[src/rtl/parking_pkg.sv]
// Shared types and default constants for the parking gate controller.
// Holds the gate FSM state enum and the default capacity/open-time values.
package parking_pkg;

  localparam int CAPACITY_DEF    = 25;
  localparam int OPEN_CYCLES_DEF = 4;
  localparam int TMR_W           = 8;

  typedef enum logic [1:0] {
    IDLE  = 2'd0,
    OPEN  = 2'd1,
    CLOSE = 2'd2
  } gate_state_e;

endpackage

[src/rtl/gate_timer.sv]
// Gate-open down-counter; loads load_val, counts to zero, then holds.
// Ports: Clk, Rst (async high), load, load_val, done (timer == 0).
module gate_timer
  import parking_pkg::*;
#(
  parameter int W = TMR_W
) (
  input  logic         Clk,
  input  logic         Rst,
  input  logic         load,
  input  logic [W-1:0] load_val,
  output logic         done
);

  logic [W-1:0] tmr_q;

  always_ff @(posedge Clk or posedge Rst) begin
    if (Rst) begin
      tmr_q <= '0;
    end else if (load) begin
      tmr_q <= load_val;
    end else if (tmr_q != '0) begin
      tmr_q <= tmr_q - W'(1);
    end
  end

  assign done = (tmr_q == '0);

endmodule

[src/rtl/parking_gate_ctrl.sv]
// Single-lane parking gate: latches entry/exit requests, arbitrates
// round-robin, tracks occupancy and drives the gate for OPEN_CYCLES.
// Ports: Clk, Rst (async high), enter_req/exit_req pulses in;
// gate_open, grant_enter/exit, count, full, empty, overrun out.
module parking_gate_ctrl
  import parking_pkg::*;
#(
  parameter int CAPACITY    = CAPACITY_DEF,
  parameter int OPEN_CYCLES = OPEN_CYCLES_DEF,
  parameter int CNT_W       = 5
) (
  input  logic             Clk,
  input  logic             Rst,
  input  logic             enter_req,
  input  logic             exit_req,
  output logic             gate_open,
  output logic             grant_enter,
  output logic             grant_exit,
  output logic [CNT_W-1:0] count,
  output logic             full,
  output logic             empty,
  output logic             overrun
);

  localparam logic [CNT_W-1:0] CAP_C = CNT_W'(CAPACITY);
  localparam logic [TMR_W-1:0] LOAD_C = TMR_W'(OPEN_CYCLES - 1);

  gate_state_e      state_q;
  logic [CNT_W-1:0] count_q, count_d;
  logic             pend_in_q, pend_in_d;
  logic             pend_out_q, pend_out_d;
  logic             last_exit_q;
  logic             gate_q, gnt_in_q, gnt_out_q, ovr_q;

  logic in_ok, out_ok, idle;
  logic do_in, do_out, drop_out;
  logic ovr_hit, tmr_done;

  assign idle   = (state_q == IDLE);
  assign in_ok  = pend_in_q && (count_q < CAP_C);
  assign out_ok = pend_out_q && (count_q != '0);

  // Round-robin: with both eligible, serve the type not served last.
  assign do_in  = idle && in_ok && (!out_ok || last_exit_q);
  assign do_out = idle && out_ok && (!in_ok || !last_exit_q);

  // An exit seen with the lot empty is dropped, not held.
  assign drop_out = pend_out_q && (count_q == '0);

  assign pend_in_d  = (pend_in_q & ~do_in) | enter_req;
  assign pend_out_d = (pend_out_q & ~(do_out | drop_out)) | exit_req;

  assign ovr_hit = (enter_req & pend_in_q & ~do_in)
                 | (exit_req & pend_out_q & ~(do_out | drop_out));

  always_comb begin
    count_d = count_q;
    if (do_in) begin
      count_d = count_q + CNT_W'(1);
    end else if (do_out) begin
      count_d = count_q - CNT_W'(1);
    end
  end

  gate_timer #(.W(TMR_W)) u_tmr (
    .Clk      (Clk),
    .Rst      (Rst),
    .load     (do_in | do_out),
    .load_val (LOAD_C),
    .done     (tmr_done)
  );

  always_ff @(posedge Clk or posedge Rst) begin
    if (Rst) begin
      state_q     <= IDLE;
      count_q     <= '0;
      pend_in_q   <= 1'b0;
      pend_out_q  <= 1'b0;
      last_exit_q <= 1'b1;
      gate_q      <= 1'b0;
      gnt_in_q    <= 1'b0;
      gnt_out_q   <= 1'b0;
      ovr_q       <= 1'b0;
    end else begin
      count_q    <= count_d;
      pend_in_q  <= pend_in_d;
      pend_out_q <= pend_out_d;
      gnt_in_q   <= do_in;
      gnt_out_q  <= do_out;
      if (ovr_hit) begin
        ovr_q <= 1'b1;
      end
      unique case (state_q)
        IDLE: begin
          if (do_in || do_out) begin
            state_q     <= OPEN;
            gate_q      <= 1'b1;
            last_exit_q <= do_out;
          end
        end
        OPEN: begin
          if (tmr_done) begin
            state_q <= CLOSE;
            gate_q  <= 1'b0;
          end
        end
        CLOSE: begin
          state_q <= IDLE;
        end
        default: begin
          state_q <= IDLE;
          gate_q  <= 1'b0;
        end
      endcase
    end
  end

  assign gate_open   = gate_q;
  assign grant_enter = gnt_in_q;
  assign grant_exit  = gnt_out_q;
  assign count       = count_q;
  assign full        = (count_q == CAP_C);
  assign empty       = (count_q == '0);
  assign overrun     = ovr_q;

endmodule

[config.mk]
export PLATFORM = sky130hd
export DESIGN_NAME = parking_gate_ctrl
export DESIGN_NICKNAME = d
export VERILOG_FILES = /design/src/rtl/parking_pkg.sv /design/src/rtl/gate_timer.sv /design/src/rtl/parking_gate_ctrl.sv
export SDC_FILE = /design/constraint.sdc
export NUM_CORES = 1
export LEC_CHECK = 0
export ABC_AREA = 0
export CORE_UTILIZATION = 35
export DETAILED_ROUTE_END_ITERATION = 10
export SLEW_MARGIN = 5
export SYNTH_ARGS = -nofsm -noshare
export SYNTH_HDL_FRONTEND = slang
export SYNTH_SLANG_ARGS = --single-unit
[constraint.sdc]
create_clock -name Clk -period 2.8 [get_ports Clk]
set_input_delay 0.28 -clock Clk [delete_from_list [all_inputs] [get_ports Clk]]
set_output_delay 0.28 -clock Clk [all_outputs]
set_load 0.005 [all_outputs]
==> metrics.md <==
| Metric | Value |
|---|---|
| Crit. End Element | register |
| Syn Area/Cell | around 10 um^2 |
| Post-layout util | 46.6% |
| Die width | about 60 um |
| DRC violations left | 0 |
| Gpl congestion | about 0.86 |
| Die height | roughly 60 um |
| DR WL/cell | 13.3 um |
| Reg-to-Reg Start | count[0] |
| CP required | 3020 ps |
| Worst R2R Path Depth | 8 |
| Max-Cap Viols | 0 |
| Slowest cell on the critical path | dfrtp_2 |
| EDFF count, synth | 0 |
| GRT Util Overall | 15.2% |
| Commonest cells after routing, fill and taps aside | 20 x dfrtp_1, 14 x clkdlybuf4s50_1, 9 x nor2_1, 8 x nand2_1, 8 x buf_4 |
| Max_slew headroom | approximately 43% |
| RSZ-0062 raised after global routing | no |
| Setup WS post-layout | 73.9 ps |
| Outcome | completed |
| Fill count | 301 |
| Clk sink count | 22 |
| Critical path start-end classification | register to register |
| Initial antenna violation count | 0 |
| Netlist cell types | 42 |
| Power density cells | about 1200 mW/mm^2 |
| Pre-CTS setup slack | roughly 16 ps |
| Grt total ovfl | 0 |
| Ys flop type | dfrtp_1 |
| Clk_lat worst skew | 310 ps |
| Max Clk Rate | 0.367 GHz |
| Worst clock skew | 7.36 ps |
| # H-tree levels | 1 |
| Final net count | 149 |
| Period Utilization, post-route | 97.4% |
| Site Rows | 20 |
| Synthesis-stage register bit count | 22 |
| Post-Route WL | 2430 um |
| Worst Path Max Fanout | 5 |
| Initial core utilization | 37.7% |
| Peak supply drop | roughly 480 uV |
| Arrival time at the worst endpoint | 2950 ps |
| Most common cell after layout, fill and taps aside | dfrtp_1 |
| Worst-path clk slew | 120 ps |
| Mapped Area | 0.00118 mm^2 |
| First-pass iteration count of the detailed router | 2 |
| Final hold vios | 0 |
| Post-DP HPWL | 1800 um |
| PortBufs | 14 |
| CTS root buf | clkbuf_4 |
| HP Class | input port to asynchronous set/reset pin |
| Buf/Inv on CP | 0 |
| Worst-Margin Slew | approximately 850 ps |
| Most used cell, CP | a21o_1 |
| Crit-path leading delay family | simple AND/OR/NAND/NOR gates |
| First-pass GRT wire length | 4060 um |
| Setup TNS | 0 ps |
| Post-Syn Instances | 115 |
| P_leak | 0.626 nW |
| Antenna Diode Count | 0 |
| Routed vias/inst | 5.09 |
| Clock tree buffer depth | 2 |
| Max incr delay on CP | 450 ps |
| Num CTS Buffers | 3 |
| CP Launch Point | count[0] |
| Fraction of layout cells with a size suffix above 1 | 16.7% |
| Final Critical Period | 2730 ps |
| CP Depth | 8 |
| Pin count of the biggest net entering global routing | 23 |
| ANT nets after route | 0 |
| Worst path cell trace | or3_4 > o311a_1 > or2_1 > fa_2 > a21o_1 > a21o_1 > or4_1 > o2111ai_1 |
| Syn_nets | 125 |
| Layout area overhead | 23.8% |
| Die area | 0.00360 mm^2 |
| Final Setup Violations | 0 |
| Post-synth ARST share | 100% |
| TritonCTS clock tree | yes |
| Vias after detailed routing | between 900 and 1000 |
| Type of origin of the critical path | register |
| Pins over their slew limit | 0 |
| Vias in the first global route | 910 |
| Initial DRC Count | 64 |
| Sequential-to-total area share from yosys stat | 46.8% |
| Placeable Area | approximately 0.0031 mm^2 |
| Synth Warn # | 0 |
| Ports | 15 |
[where the power goes]
part / internal [mW] / switching (mW) / leakage [nW]
sequential: 0.454 / 0.141 / 0.260
clock: 0.0794 / 0.0943 / 0.0210
combinational: 0.534 / 0.461 / 0.345
total: 1.07 / 0.697 / 0.626
[layer usage]
layer	up-vias	wire length (um)	GRT usage [%]
met5	-	0	0
met4	0	0	1.99
met3	0	77	4.55
met2	10	1230	26.2
met1	456	1110	19.2
li1	460	-	-
[repair_timing]
item	4_1_cts	5_1_grt
hold buffers	0	0
pin swaps	0	0
cloned	0	0
setup buffers	0	1
gates resized for setup	1	2
setup endpoints to repair	1	1
[sequential cells by signal (all words and copies together) (netlist names)]
name	count
overrun	1
count	5
grant_exit	1
gate_open	1
last_exit_q	1
u_tmr.tmr_q	8
pend_out_q	1
state_q	2
grant_enter	1
pend_in_q	1
[through the flow]
stage          hold slack (ps)  cell area, um^2  cells  power (mW)
2_1_floorplan              268             1180    115        1.23
3_3_place_gp               471             1410    177        1.56
3_5_place_dp               473             1410    177        1.58
4_1_cts                    446             1450    181        1.76
6_report                   415             1460    182        1.76
5_1_grt                    482             1460    182        1.93
[path summary, 6_finish.rpt]
path | to | slack [ps]
worst min-delay path | count[3] | 410
worst max register to register | count[4] | 70
min in group Clk | gate_open | 500
worst max-delay path | count[4] | 70
max in group asynchronous | count[0] | 1820
worst min register to register | gate_open | 500
[cells in the mapped netlist (2+ instances only)]
cell type	n	area, um^2
dfrtp_1	21	526
nor2_1	9	33.8
nand2_1	8	30.0
a21oi_1	7	35.0
inv_1	7	26.3
ha_1	5	62.6
a21o_1	4	30.0
o21ai_0	4	20.0
buf_2	3	15.0
nand3_1	3	15.0
nor3_1	3	15.0
xnor2_1	3	26.3
a21o_2	2	17.5
a311o_1	2	20.0
and2_1	2	12.5
mux2_4	2	30.0
nand2b_1	2	12.5
nand3b_1	2	15.0
nor4_1	2	12.5
o31ai_1	2	15.0
[cell type report]
type	count	area [um^2]	area share, %
tap	44	55.1	3.77
inverter	7	26.3	1.80
clock buffer	4	36.3	2.49
timing repair buffer	22	200	13.7
multi-input combinational	83	588	40.3
sequential	22	553	37.9
[cells by family (layout without fill, tap and decap cells)]
family | after synthesis | count (layout) | share of synthesized area (%)
multiplexers | 4 | 4 | 4.35
AND/OR/NAND/NOR | 38 | 38 | 16.8
AO/OA/AOI/OAI | 31 | 31 | 18.6
XOR/XNOR | 4 | 4 | 2.97
adder cells (fa/ha/maj) | 6 | 6 | 7.01
buffers and inverters | 10 | 33 | 3.50
flip-flops | 22 | 22 | 46.8
(Power assumes the default switching activity.)
